## config.mk

```make
export PLATFORM = sky130hd
export DESIGN_NAME = gdout_mp
export DESIGN_NICKNAME = d
export VERILOG_FILES = /design/src/rtl/gdout_pkg.sv /design/src/rtl/gdout_plane.sv /design/src/rtl/gdout_mp.sv
export SDC_FILE = /design/constraint.sdc
export NUM_CORES = 1
export LEC_CHECK = 0
export BUFFER_PORTS_ARGS = -buffer_cell sky130_fd_sc_hd__buf_2
export CAP_MARGIN = 40
export CORE_AREA = 2 2 83 85
export DETAILED_ROUTE_END_ITERATION = 7
export DIE_AREA = 0 0 85 87
export PLACE_DENSITY = 0.69
export SKIP_LAST_GASP = 1
export SYNTH_ARGS = -nofsm -noshare
export SYNTH_HDL_FRONTEND = slang
export SYNTH_SLANG_ARGS = --single-unit
```

## constraint.sdc

```tcl
create_clock -name CLK -period 2.5 [get_ports CLK]
set_input_delay 0.125 -clock CLK [delete_from_list [all_inputs] [get_ports CLK]]
set_output_delay 0.125 -clock CLK [all_outputs]
set_load 0.01 [all_outputs]
```

## src/rtl/gdout_pkg.sv

```systemverilog
// Shared defaults and sizing helper for the multi-plane graphic serializer.
package gdout_pkg;

    localparam int NPLANE_DEF = 3;
    localparam int WORD_DEF   = 8;

    function automatic int bitcnt_w(input int w);
        return (w <= 2) ? 1 : $clog2(w);
    endfunction

endpackage

```

## src/rtl/gdout_plane.sv

```systemverilog
// One plane of the serializer: prefetch hold word, shift register and dot tap.
module gdout_plane
    import gdout_pkg::*;
#(
    parameter int WORD      = WORD_DEF,
    parameter bit LSB_FIRST = 1'b1
) (
    input  logic            clk_i,
    input  logic            rst_i,
    input  logic            load_hold_i,
    input  logic [WORD-1:0] data_i,
    input  logic            take_i,
    input  logic            shift_i,
    input  logic            clear_i,
    output logic            tap_o
);

    logic [WORD-1:0] hold_q, hold_d;
    logic [WORD-1:0] sh_q, sh_d;

    // Next-state for hold and shifter; take reads the old hold while a new word lands.
    always_comb begin
        hold_d = hold_q;
        sh_d   = sh_q;
        if (load_hold_i) begin
            hold_d = data_i;
        end else begin
            hold_d = hold_q;
        end
        if (clear_i) begin
            sh_d = '0;
        end else if (take_i) begin
            sh_d = hold_q;
        end else if (shift_i) begin
            sh_d = LSB_FIRST ? (sh_q >> 1'b1) : (sh_q << 1'b1);
        end else begin
            sh_d = sh_q;
        end
    end

    // Plane state registers.
    always_ff @(posedge clk_i) begin
        if (rst_i) begin
            hold_q <= '0;
            sh_q   <= '0;
        end else begin
            hold_q <= hold_d;
            sh_q   <= sh_d;
        end
    end

    assign tap_o = LSB_FIRST ? sh_q[0] : sh_q[WORD-1];

endmodule

```

## src/rtl/gdout_mp.sv

```systemverilog
// Multi-plane graphic serializer: one-deep prefetch hold, blank-time priming,
// NPLANE dot streams at dot clock or half dot clock with sticky underrun flag.
module gdout_mp
    import gdout_pkg::*;
#(
    parameter int NPLANE    = NPLANE_DEF,
    parameter int WORD      = WORD_DEF,
    parameter bit LSB_FIRST = 1'b1
) (
    input  logic                   CLK,
    input  logic                   RST,
    input  logic                   nHBLANK,
    input  logic                   nVBLANK,
    input  logic                   DWIDE,
    input  logic [NPLANE*WORD-1:0] DATA,
    input  logic                   DVALID,
    output logic                   DRDY,
    input  logic                   UCLR,
    output logic [NPLANE-1:0]      GDAT,
    output logic                   UNDERRUN
);

    localparam int            BW   = bitcnt_w(WORD);
    localparam logic [BW-1:0] LAST = BW'(WORD - 1);

    logic          hold_full_q, hold_full_d;
    logic          primed_q, primed_d;
    logic [BW-1:0] bitcnt_q, bitcnt_d;
    logic          phase_q, phase_d;
    logic          wide_q, wide_d;
    logic          was_active_q;
    logic          underrun_q, underrun_d;

    logic              active_s, step_s, accept_s;
    logic              take_s, shift_s, clear_s, urun_set_s;
    logic [NPLANE-1:0] tap_s;

    assign active_s = nHBLANK & nVBLANK;
    assign step_s   = ~wide_q | phase_q;
    assign DRDY     = ~hold_full_q | take_s;
    assign accept_s = DVALID & DRDY;

    // Sequencing: priming in blank, dot stepping and word boundaries in active.
    always_comb begin
        take_s     = 1'b0;
        shift_s    = 1'b0;
        clear_s    = 1'b0;
        urun_set_s = 1'b0;
        primed_d   = primed_q;
        bitcnt_d   = bitcnt_q;
        phase_d    = phase_q;
        wide_d     = wide_q;
        if (!active_s) begin
            bitcnt_d = '0;
            phase_d  = 1'b0;
            wide_d   = DWIDE;
            // First blank clock after a line throws away the partial word.
            if (was_active_q) begin
                primed_d = 1'b0;
                clear_s  = 1'b1;
            end else if (!primed_q && hold_full_q) begin
                primed_d = 1'b1;
                take_s   = 1'b1;
            end else begin
                primed_d = primed_q;
            end
        end else begin
            phase_d = wide_q ? ~phase_q : 1'b0;
            if (!was_active_q && !primed_q) begin
                urun_set_s = 1'b1;
            end else begin
                urun_set_s = 1'b0;
            end
            if (step_s && (bitcnt_q == LAST)) begin
                bitcnt_d = '0;
                if (hold_full_q) begin
                    take_s   = 1'b1;
                    primed_d = 1'b1;
                end else begin
                    clear_s    = 1'b1;
                    primed_d   = 1'b0;
                    urun_set_s = 1'b1;
                end
            end else if (step_s) begin
                shift_s  = 1'b1;
                bitcnt_d = bitcnt_q + BW'(1);
            end else begin
                bitcnt_d = bitcnt_q;
            end
        end
    end

    // Hold occupancy and sticky underrun; a set wins over a same-cycle clear.
    always_comb begin
        hold_full_d = hold_full_q;
        underrun_d  = underrun_q;
        if (accept_s) begin
            hold_full_d = 1'b1;
        end else if (take_s) begin
            hold_full_d = 1'b0;
        end else begin
            hold_full_d = hold_full_q;
        end
        if (urun_set_s) begin
            underrun_d = 1'b1;
        end else if (UCLR) begin
            underrun_d = 1'b0;
        end else begin
            underrun_d = underrun_q;
        end
    end

    // Control registers.
    always_ff @(posedge CLK) begin
        if (RST) begin
            hold_full_q  <= 1'b0;
            primed_q     <= 1'b0;
            bitcnt_q     <= '0;
            phase_q      <= 1'b0;
            wide_q       <= 1'b0;
            was_active_q <= 1'b0;
            underrun_q   <= 1'b0;
        end else begin
            hold_full_q  <= hold_full_d;
            primed_q     <= primed_d;
            bitcnt_q     <= bitcnt_d;
            phase_q      <= phase_d;
            wide_q       <= wide_d;
            was_active_q <= active_s;
            underrun_q   <= underrun_d;
        end
    end

    for (genvar p = 0; p < NPLANE; p++) begin : g_plane
        gdout_plane #(
            .WORD      (WORD),
            .LSB_FIRST (LSB_FIRST)
        ) u_plane (
            .clk_i       (CLK),
            .rst_i       (RST),
            .load_hold_i (accept_s),
            .data_i      (DATA[p*WORD +: WORD]),
            .take_i      (take_s),
            .shift_i     (shift_s),
            .clear_i     (clear_s),
            .tap_o       (tap_s[p])
        );
    end

    assign GDAT     = {NPLANE{active_s & primed_q}} & tap_s;
    assign UNDERRUN = underrun_q;

endmodule

```

# After elaboration in Yosys (flattened, before gate mapping)
# Cells that the tools add are included.
dict set report word_totals {
  ff_bits 57
  input_bits 31
  out_inout_bits 5
  word_cells 69
}
dict set report op_classes {
  addsub 1
  n_eq_ne 2
  mux 30
  n_bitwise 10
  n_reduce_logical 13
}
# op n
set op_table {}
lappend op_table {{8-bit 2-to-1 mux} 6}
lappend op_table {{1-bit 2-to-1 mux} 24}
lappend op_table {{2-bit nonzero test} 3}
lappend op_table {{3-bit OR reduction} 2}
lappend op_table {{1-bit NOT} 4}
lappend op_table {{3-bit by 1-bit adder with 3-bit output (second input constant)} 1}
lappend op_table {{1-bit bitwise AND} 3}
lappend op_table {{3-bit bitwise AND} 1}
lappend op_table {{3-bit == test (second input constant)} 1}
lappend op_table {{1-bit logical AND} 3}
lappend op_table {{3-bit nonzero test} 1}
lappend op_table {{1-bit logical NOT} 2}
lappend op_table {{2-bit by 1-bit inequality test with 1-bit output (second input constant)} 1}
lappend op_table {{1-bit bitwise OR} 2}
lappend op_table {{2-bit AND reduction} 1}
lappend op_table {{2-bit OR reduction} 1}

# Logic depth before layout (Yosys ltp)
# Gate-level depths: netlist of the first run.
dict set report depth {
  ltp_word 8
  depth_mapped 8
  mapped_depth_nobuf 5
}

# By module
# A second synthesis of the first run with hierarchy kept.
dict set report unflattened {
  cells_unflattened 239
  hier_area_um2 2601.2
}
# mod instances cells_per_inst area_per_inst_um2 seq_area_each_um2
set modules_own_cells {}
lappend modules_own_cells {gdout_plane 3 61 704.4 320.3}
lappend modules_own_cells {gdout_mp 1 56 488.0 180.2}

# Least setup slack after synthesis of the first run
# No wires, ideal clock.
dict set report synth_timing {
  kind {reg-to-reg}
  from {reg bitcnt_q[0]}
  to {reg g_plane[2].u_plane.sh_q[3]}
  setup_time_ns 0.122
  arrival_ns 1.736
  t_required_ns 2.378
  path_slack_ns 0.643
  path_stages_with_launch 9
  n_path_buf 3
  synth_period_minus_slack_ns 1.857
  path_cell_list {dfxtp_1 ha_1 ha_1 clkbuf_1 or3_1 clkbuf_1 buf_2 a21oi_1 a211oi_1}
}
dict set report synth_via {
  elab_chain_len 5
  word_cells_on_any_way 11
  cone_classes {eq/ne (1); mux (7); reduce/logical (3)}
}
# element line_no
set synth_rtl {}
lappend synth_rtl {{start, declared} gdout_mp.sv:28} ;# logic [BW-1:0] bitcnt_q, bitcnt_d;
lappend synth_rtl {{start signal, assigned} gdout_mp.sv:126} ;# bitcnt_q <= bitcnt_d;
lappend synth_rtl {{3-bit == test *} gdout_mp.sv:74} ;# if (step_s && (bitcnt_q == LAST)) begin
lappend synth_rtl {{1-bit logical AND *} gdout_mp.sv:74}
lappend synth_rtl {{1-bit 2-to-1 mux} gdout_mp.sv:74}
lappend synth_rtl {{1-bit 2-to-1 mux} gdout_mp.sv:53} ;# if (!active_s) begin
lappend synth_rtl {{8-bit 2-to-1 mux (tied with other cells)} gdout_plane.sv:32} ;# end else if (take_i) begin
lappend synth_rtl {{end signal, assigned} gdout_plane.sv:45} ;# sh_q <= '0;
lappend synth_rtl {{end signal, assigned} gdout_plane.sv:48} ;# sh_q <= sh_d;
lappend synth_rtl {{end, declared} gdout_plane.sv:19} ;# logic [WORD-1:0] sh_q, sh_d;
# Mark *: on every way between the ends. The rest lies on a longest branch, timed or not.
# A chain may end at the register's enable or synchronous reset.

# Final worst setup path of the first run
dict set report layout_timing {
  from {reg bitcnt_q[0]}
  to {out DRDY}
}
dict set report layout_via {
  elab_chain_len 5
}
# element line_no
set layout_rtl {}
lappend layout_rtl {{3-bit == test} gdout_mp.sv:74}
lappend layout_rtl {{1-bit logical AND} gdout_mp.sv:74}
lappend layout_rtl {{1-bit 2-to-1 mux} gdout_mp.sv:74}
lappend layout_rtl {{1-bit 2-to-1 mux} gdout_mp.sv:53}
lappend layout_rtl {{1-bit bitwise OR} gdout_mp.sv:40} ;# assign DRDY = ~hold_full_q | take_s;
lappend layout_rtl {{end, declared} gdout_mp.sv:17} ;# output logic DRDY,
# No other way between the ends.

==> metrics.cfg, run 1 <==
[worst_setup_path]
r2r-start=bitcnt_q[0]
setup.worst_path.end_class=primary output
worst_path_max_delay_cell=buf_4
crit_end=DRDY
critPathLaunchType=flip-flop
slowest_delay_ns=0.34
crit_type=flip-flop to primary output
arrival_ns=2.02
crit_family=adder cells
cp.depth=6
crit_top_cell=ha_1
path_buf_inv=2
ff2ff_path_depth=5
r2r_setup_slack_ns=0.38
worstSetupStartpoint=bitcnt_q[0]
crit_required_ns=2.38
crit_chain=ha_1 > ha_1 > a32oi_4 > buf_4 > nand2_1 > buf_2
crit_fanout=26
timing.rr.end=g_plane[0].u_plane.sh_q[5]

[cells_and_area]
fin_nets=336
final_common_cell=dfxtp_1
area_delta_synth_final_pct=14.8
fill_cells=663
stdcell_count=385
diodes=0
final_cell_mix=dfxtp_1 (57), nand2b_1 (50), buf_2 (35), a21oi_1 (32), mux2i_1 (24)
drive_gt1_share_pct=19.7
seqCellArea_sq_um=1140
multiInputGateArea_sq_um=1270

[power_and_ir_drop]
p_int_mw=1.48
peakVddDrop_v=0.000257
p_per_area_nw_per_um2=669
p_seq_share_pct=50.6
power_mw=1.95
pwr-share-comb_pct=11.0
clockPowerShare_pct=38.4
switchingPower_mw=0.468
leakagePower_nw=1.13
switching_share_pct=24.0

[place]
port_buffers=35
dp_cells=372
place_congestion=0.734
dp_hpwl_microns=3190

[timing]
fin_setup_tns_ns=0
whs_ns=0.0244
finalClockSkew_ns=0.00796
hold_violations=0
fin_crit_sh_pct=85.6
fmax_ghz=0.467
max_slew_margin_pct=45.6
period_minus_slack_ns=2.14
setup_violations=0
rsz0062_at_grt=false
worst_pin_slew_ns=0.816
final-max-slew-violation-count=0

[logic_synthesis]
syn-instance-count=274
avgSynthCellArea_sq_um=9.25
syn_nets=307
ys_seq_elements=57
synth_edf_count=0
async_flop_share_pct=0
ys_types=28
ys_warn_count=0
synth_flop_cell=dfxtp_1
yosysSeqAreaShare_pct=45.0
synth_area_sq_um=2530

[grt]
grt_pass1_vias=2006
grt_antenna_before_repair=0
overflow=0
track_usage_pct=14.7
grt_pass1_wl_microns=8630
grt_start_max_net_pins=32

[clock_network]
ctsResizeCount=0
root_buffer=clkbuf_8
cts_setup_buffers=0
path_clk_slew_ns=0.06
htree_levels=3
clock-sinks=57
cts_tree=yes
clk_path_buf_depth=2
postCtsHoldBufs=0
clkLatencyLatePin_ns=0.33
cts_made_buffers=9

[floorplanning]
ios=36
die_w_microns=85
rows=30
dieArea_sq_um=7400
die_h_microns=87
initial_utilization_pct=38.6
core_area_sq_um=6570

[detailed_routing]
firstDrtPassIters=4
via_per_inst=5.14
remaining_drc_errors=0
num_vias=1979
drtIter0Drc=139
drtAntennaViolNets=0
wire_per_inst_microns=12.9
routed_wirelength_microns=4970

[hold_path]
whs_path_depth=3
hold_class=input pin to flip-flop

[job]
maxCapViolCount=0

[outcome]
outcome=complete, no violations

[through the flow]
stage	util [%]	setup slack, ns	area [sq um]
final	44.3	0.359	2910
after global routing	44.3	0.201	2910
after CTS	44.3	0.335	2910
after detailed placement	41.7	0.428	2740
after global placement	41.7	0.501	2740
after floorplan	-	0.643	2530
[sequential cells by signal (all words and copies together) (netlist names)]
signal / count
UNDERRUN: 1
bitcnt_q: 3
g_plane.u_plane.hold_q: 24
g_plane.u_plane.sh_q: 24
hold_full_q: 1
phase_q: 1
primed_q: 1
was_active_q: 1
wide_q: 1
[synth_stat cells, types with 2 or more instances]
library cell / number / area [sq um]
dfxtp_1: 57 / 1140
nand2b_1: 50 / 313
a21oi_1: 32 / 160
mux2i_1: 24 / 240
nand3_1: 18 / 90.1
a22oi_1: 15 / 113
nand2_1: 12 / 45.0
buf_2: 11 / 55.1
nor2_1: 10 / 37.5
clkbuf_1: 9 / 33.8
a211oi_1: 6 / 45.0
nor3_1: 6 / 30.0
buf_6: 4 / 45.0
and3_1: 3 / 18.8
nor3b_1: 3 / 22.5
ha_1: 2 / 25.0
[worst min path at each step]
stage	start	end	slack, ns
global route	DVALID	hold_full_q	0.03
global placement	DVALID	hold_full_q	0.35
finish	DVALID	hold_full_q	0.02
floorplan	DVALID	hold_full_q	0.24
detailed placement	DVALID	hold_full_q	0.36
CTS	DVALID	hold_full_q	0.004
[layout make-up]
| class | instances | share of cell area (%) |
|---|---|---|
| well taps | 80 | 3.44 |
| repair buffers | 42 | 7.82 |
| flip-flops and latches | 57 | 39.2 |
| clock buffers | 13 | 5.80 |
| multi-input cells | 193 | 43.7 |
[cells by family after synthesis]
group           synth area share [%]
simple gates                    23.4
compound gates                  15.8
flops                           45.0
buf+inv                         5.28
mux                             9.48
fa+ha+maj                      0.987
[routing by layer]
| layer | part of all wire (%) | vias up | global-route usage, % | wire (microns) |
|---|---|---|---|---|
| met4 | 1.9 | 0 | 7.65 | 93 |
| met3 | 4.4 | 7 | 4.93 | 218 |
| met2 | 48 | 32 | 24.9 | 2390 |
| met5 | 0 | - | 0 | 0 |
| li1 | - | 1007 | - | - |
| met1 | 46 | 933 | 16.5 | 2270 |
[worst reg2reg max path, stage by stage (launching register included)]
cell	delay, ns
dfxtp_1	0.35
ha_1	0.17
ha_1	0.36
or3_1	0.71
a21oi_1	0.17
a211oi_1	0.26
[power groups by stage]
stage	sequential (mW)	combinational, mW	clock [mW]
floorplan	0.995	0.167	0
CTS	0.986	0.218	0.773
finish	0.985	0.214	0.747
global placement	1.00	0.211	0
detailed placement	1.00	0.217	0
global route	0.991	0.241	0.807
Power figures use the tool's default switching activity.
==> run 2, diff against run 1 <==
Settings changed: RECOVER_POWER set to 25.
==> run 2 against run 1 <==
Utilization is 0.48 points lower. Highest routed layer unchanged. Largest cell class unchanged. Clock power is essentially flat. First-iteration DRC count fell by 6.5%. Via count is 0.30% lower. Maximum frequency down 5.6%. Critical path depth stayed put. Sequential cell count stayed put. Setup slack got worse by 0.13 ns. Sequential share of layout area rose by 0.43 points. Wire length decreased by 0.62%.
==> metrics.cfg, run 2 (synthesis gave the netlist of run 1 again) <==
[grt]
grt_pass1_wl_microns=8630
grt_pass1_vias=2006
grt_antenna_before_repair=0
overflow=0
grt_start_max_net_pins=32
track_usage_pct=14.7

[timing]
period_minus_slack_ns=2.27
fmax_ghz=0.441
fin_ws_ns=0.231
whs_ns=0.0262
worst_pin_slew_ns=0.890
setup_violations=0
hold_violations=0
final-max-slew-violation-count=0
finalClockSkew_ns=0.00740
fin_setup_tns_ns=0
max_slew_margin_pct=40.7
fin_crit_sh_pct=90.7
rsz0062_at_grt=false

[worst_setup_path]
timing.rr.end=g_plane[0].u_plane.sh_q[5]
worst_path_max_delay_cell=a32oi_1
crit_type=flip-flop to primary output
setup.worst_path.end_class=primary output
slowest_delay_ns=0.40
critPathLaunchType=flip-flop
r2r_setup_slack_ns=0.42
crit_chain=ha_1 > ha_1 > a32oi_1 > buf_4 > nand2_1 > buf_2
arrival_ns=2.14
crit_fanout=26
worstSetupStartpoint=bitcnt_q[0]
r2r-start=bitcnt_q[0]
ff2ff_path_depth=5
crit_required_ns=2.38
crit_top_cell=ha_1

[clock_network]
path_clk_slew_ns=0.06
cts_setup_buffers=0
clock-sinks=57
root_buffer=clkbuf_8
postCtsHoldBufs=0
clk_path_buf_depth=2
ctsResizeCount=0
cts_tree=yes
cts_made_buffers=9
htree_levels=3
clkLatencyLatePin_ns=0.33

[cells_and_area]
final_cell_mix=dfxtp_1 (57), nand2b_1 (50), a21oi_1 (32), buf_2 (30), mux2i_1 (24)
fin_nets=336
drive_gt1_share_pct=17.4
final_core_util_pct=43.8
area_delta_synth_final_pct=13.6
final_common_cell=dfxtp_1
diodes=0
reg.largest.list=g_plane.u_plane.hold_q (24), g_plane.u_plane.sh_q (24), bitcnt_q (3)

[hold_path]
hold_class=input pin to flip-flop
whs_path_depth=3
hold-path-endpoint=hold_full_q
holdCritStartpoint=DVALID

[power_and_ir_drop]
leakagePower_nw=1.11
power_mw=1.94
p_per_area_nw_per_um2=674
peakVddDrop_v=0.000255

[place]
place_congestion=0.734
dp_hpwl_microns=3190
place_ws_ns=0.428
port_buffers=35

[detailed_routing]
num_vias=1973
routed-wl-met2_microns=2370
drtIter0Drc=130
drtAntennaViolNets=0
top_layer=met4
wire_per_inst_microns=12.8
firstDrtPassIters=4
via_per_inst=5.12
m1WireLength_microns=2250
remaining_drc_errors=0
routed_wirelength_microns=4940
wl_met3_microns=249

[floorplanning]
rows=30
ios=36
die_w_microns=85
core_area_sq_um=6570
initial_utilization_pct=38.6
die_h_microns=87
dieArea_sq_um=7400

[job]
maxCapViolCount=0

[outcome]
outcome=complete, no violations

==> run 2: changes by cell type in the layout (fill, tap and decap cells not counted), sizes merged <==
cell    before  now
buf         42   35
clkbuf      13   20
==> run 2: stage by stage <==
stage / cells / cell area (sq um)
after floorplan: 274 / 2530
after global placement: 372 / 2740
after detailed placement: 372 / 2740
after CTS: 385 / 2910
after global routing: 385 / 2880
final: 385 / 2880
==> run 2: final cells by class <==
| type | count | area, sq um |
|---|---|---|
| multi-input cells | 193 | 1250 |
| well taps | 80 | 100 |
| repair buffers | 42 | 215 |
| flip-flops and latches | 57 | 1140 |
| clock buffers | 13 | 169 |
| fillers | 667 | 3690 |
==> run 2: how the worst max path moves through the flow <==
stage                                 end  cells past startpoint
2_1_floorplan  g_plane[2].u_plane.sh_q[3]                      8
3_3_place_gp   g_plane[0].u_plane.sh_q[5]                      5
3_5_place_dp   g_plane[2].u_plane.sh_q[4]                      5
4_1_cts                              DRDY                      6
5_1_grt                              DRDY                      6
6_report                             DRDY                      6
==> run 2: metal layers <==
layer  vias to the layer above  GRT usage (%)
li1                       1008              -
met1                       919           16.5
met2                        40           24.9
met3                         6           4.93
met4                         0           7.65
met5                         -              0
==> run 2: critical path: cells and delay by family, from the launching register on <==
family	cells	cell delay (ns)
adders and majority gates	2	0.49
and+or+nand+nor	1	0.09
AOI/OAI and AO/OA	1	0.40
DFF	1	0.33
buffers and inverters	2	0.51
==> run 2: power breakdown <==
group | leakage, nW | internal, mW | switching (mW) | total [mW]
clock | 0.0875 | 0.425 | 0.321 | 0.746
sequential | 0.466 | 0.956 | 0.0288 | 0.985
combinational | 0.554 | 0.0945 | 0.115 | 0.209
==> run 3, diff against run 2 <==
Settings changed: ABC_AREA set to 1, BUFFER_PORTS_ARGS -buffer_cell sky130_fd_sc_hd__buf_2 to -buffer_cell sky130_fd_sc_hd__buf_4, CORE_AREA 2 2 83 85 to 2 2 85 87, DIE_AREA 0 0 85 87 to 0 0 87 89, SLEW_MARGIN set to 30.
==> run 3 against run 2 <==
Maximum frequency increased by 3.4%. Clock power increased by 27%. Sequential power increased by 1%. Cell count increased by 25%. Sequential share of layout area decreased by 3.5 points. Largest cell class unchanged. Register-to-register slack got worse by 0.05 ns. Hold slack improved by 0.068 ns. Global-route usage increased by 0.62 points. Sequential cell count unchanged. Power increased by 14%.
==> metrics.cfg, run 3 <==
[detailed_routing]
firstDrtPassIters=4
drtAntennaViolNets=0
num_vias=2351
wire_per_inst_microns=11.5
routed_wirelength_microns=5530
drtIter0Drc=202
via_per_inst=4.89
remaining_drc_errors=0

[logic_synthesis]
syn_nets=398
synth_area_sq_um=2660
syn-instance-count=365
avgSynthCellArea_sq_um=7.29
async_flop_share_pct=0
yosys-top-cells-count=nand2_1 (99), dfxtp_1 (57), a21oi_1 (44)
synth.most_common_cell=nand2_1
ys_seq_elements=57
ys_types=30
synth_top_area_cell=dfxtp_1
yosysSeqAreaShare_pct=42.9
yosys-top-cells-area=dfxtp_1 (43%), nand2_1 (14%), a21oi_1 (8.3%), nand3b_1 (6.8%), nor2_1 (4.5%)
ys_warn_count=0
yosysTopAreaCellShare_pct=42.9
synth_edf_count=0
synth_flop_cell=dfxtp_1

[timing]
finalClockSkew_ns=0.00872
fin_crit_sh_pct=87.7
setup_violations=0
hold_violations=0
max_slew_margin_pct=29.0
rsz0062_at_grt=false
fin_setup_tns_ns=0
period_minus_slack_ns=2.19
final-max-slew-violation-count=0
worst_pin_slew_ns=1.06
fmax_ghz=0.456

[cells_and_area]
drive_gt1_share_pct=15.0
final_cell_mix=nand2_1 (100), dfxtp_1 (57), a21oi_1 (44), buf_4 (33), nor2_1 (32)
reg.largest.list=g_plane.u_plane.hold_q (24), g_plane.u_plane.sh_q (24), bitcnt_q (3)
fin_nets=429
final_common_cell=nand2_1
fin_area_sq_um=3160
fill_cells=671
diodes=0
area_delta_synth_final_pct=18.5

[place]
port_buffers=35
dp_hpwl_microns=3740
place_congestion=0.776
dpl_cell_area_sq_um=2950

[clock_network]
cts_tree=yes
cts_made_buffers=9
cts_setup_buffers=0
clock-sinks=57
root_buffer=clkbuf_8
htree_levels=3
clk_path_buf_depth=2
path_clk_slew_ns=0.07
clkLatencyLatePin_ns=0.33
postCtsHoldBufs=2
ctsResizeCount=0

[floorplanning]
dieArea_sq_um=7740
rows=30
die_h_microns=89
die_w_microns=87
ios=36
core_area_sq_um=6720
initial_utilization_pct=39.6

[worst_setup_path]
slowest_delay_ns=0.35
crit_fanout=50
crit_top_cell=ha_1
crit_chain=ha_1 > ha_1 > inv_1 > a21oi_1 > nand2_4 > nand3_1 > buf_12 > buf_4
crit_required_ns=2.38
arrival_ns=2.07
setup.worst_path.end_class=primary output
worst_path_max_delay_cell=dfxtp_1
critPathLaunchType=flip-flop
crit_type=flip-flop to primary output

[grt]
grt_pass1_vias=2073
grt_pass1_wl_microns=9390
grt_antenna_before_repair=0
grt_use_met3_pct=3.14
track_usage_pct=15.3
grt_start_max_net_pins=51
overflow=0
grt_use_met2_pct=24.1
grt-busiest-layer=met2
met1_usage_pct=20.6

[power_and_ir_drop]
peakVddDrop_v=0.000255
leakagePower_nw=1.40
p_per_area_nw_per_um2=702

[outcome]
outcome=complete, no violations

[hold_path]
hold_class=input pin to flip-flop

[job]
maxCapViolCount=0

==> run 3: power by group <==
part | internal (mW) | switching (mW)
sequential | 0.964 | 0.0320
combinational | 0.115 | 0.157
clock | 0.566 | 0.382
==> run 3: kinds of logic (layout without fill, tap and decap cells) <==
| kind of cell | Yosys count | after routing | synth area share, % |
|---|---|---|---|
| AO/OA/AOI/OAI | 55 | 55 | 11.1 |
| XOR/XNOR | 1 | 1 | 0.329 |
| adder cells (fa/ha/maj) | 2 | 2 | 0.940 |
| buffers and inverters | 51 | 87 | 8.74 |
| flip-flops | 57 | 57 | 42.9 |
| AND/OR/NAND/NOR | 199 | 199 | 36.0 |
==> run 3: cell type report <==
class	instances	area [sq um]	area share, %
repair buffers	42	310	9.83
multi-input cells	257	1280	40.4
clock inverters	6	91.3	2.89
clock buffers	10	128	4.04
flip-flops and latches	57	1140	36.2
well taps	80	100	3.17
inverters	29	109	3.45
==> run 3: routing by layer <==
layer	share of wire [%]	wire length [microns]
met1	49	2730
met2	45	2490
met3	4.4	243
met4	1.2	66
met5	0	0
==> run 3: path summary, 6_finish.rpt <==
kind                             startpoint                            to  slack, ns  depth (start not counted)
worst max-delay path            bitcnt_q[0]                          DRDY       0.31                          8
worst min-delay path               DATA[10]  g_plane[1].u_plane.hold_q[2]       0.09                          4
worst max register to register  bitcnt_q[0]    g_plane[0].u_plane.sh_q[6]       0.37                          9
worst min register to register     UNDERRUN                      UNDERRUN       0.46                          2
==> run 3: worst max-delay path, delay by kind of cell, from the launching register on <==
family | cells | cell delay [ns]
buffers and inverters | 3 | 0.45
and+or+nand+nor | 2 | 0.37
DFF | 1 | 0.35
adders and majority gates | 2 | 0.34
AOI/OAI and AO/OA | 1 | 0.20
==> run 3: stage by stage <==
step	util, %	hold WS (ns)	total power, mW	setup WS [ns]	std cells
6_report	47.0	0.0945	2.22	0.307	481
5_1_grt	47.0	0.0926	2.33	0.148	481
4_1_cts	47.5	0.0862	2.24	0.323	481
3_5_place_dp	43.9	0.319	1.29	0.539	463
3_3_place_gp	43.9	0.318	1.29	0.612	463
2_1_floorplan	-	0.194	1.21	0.960	365
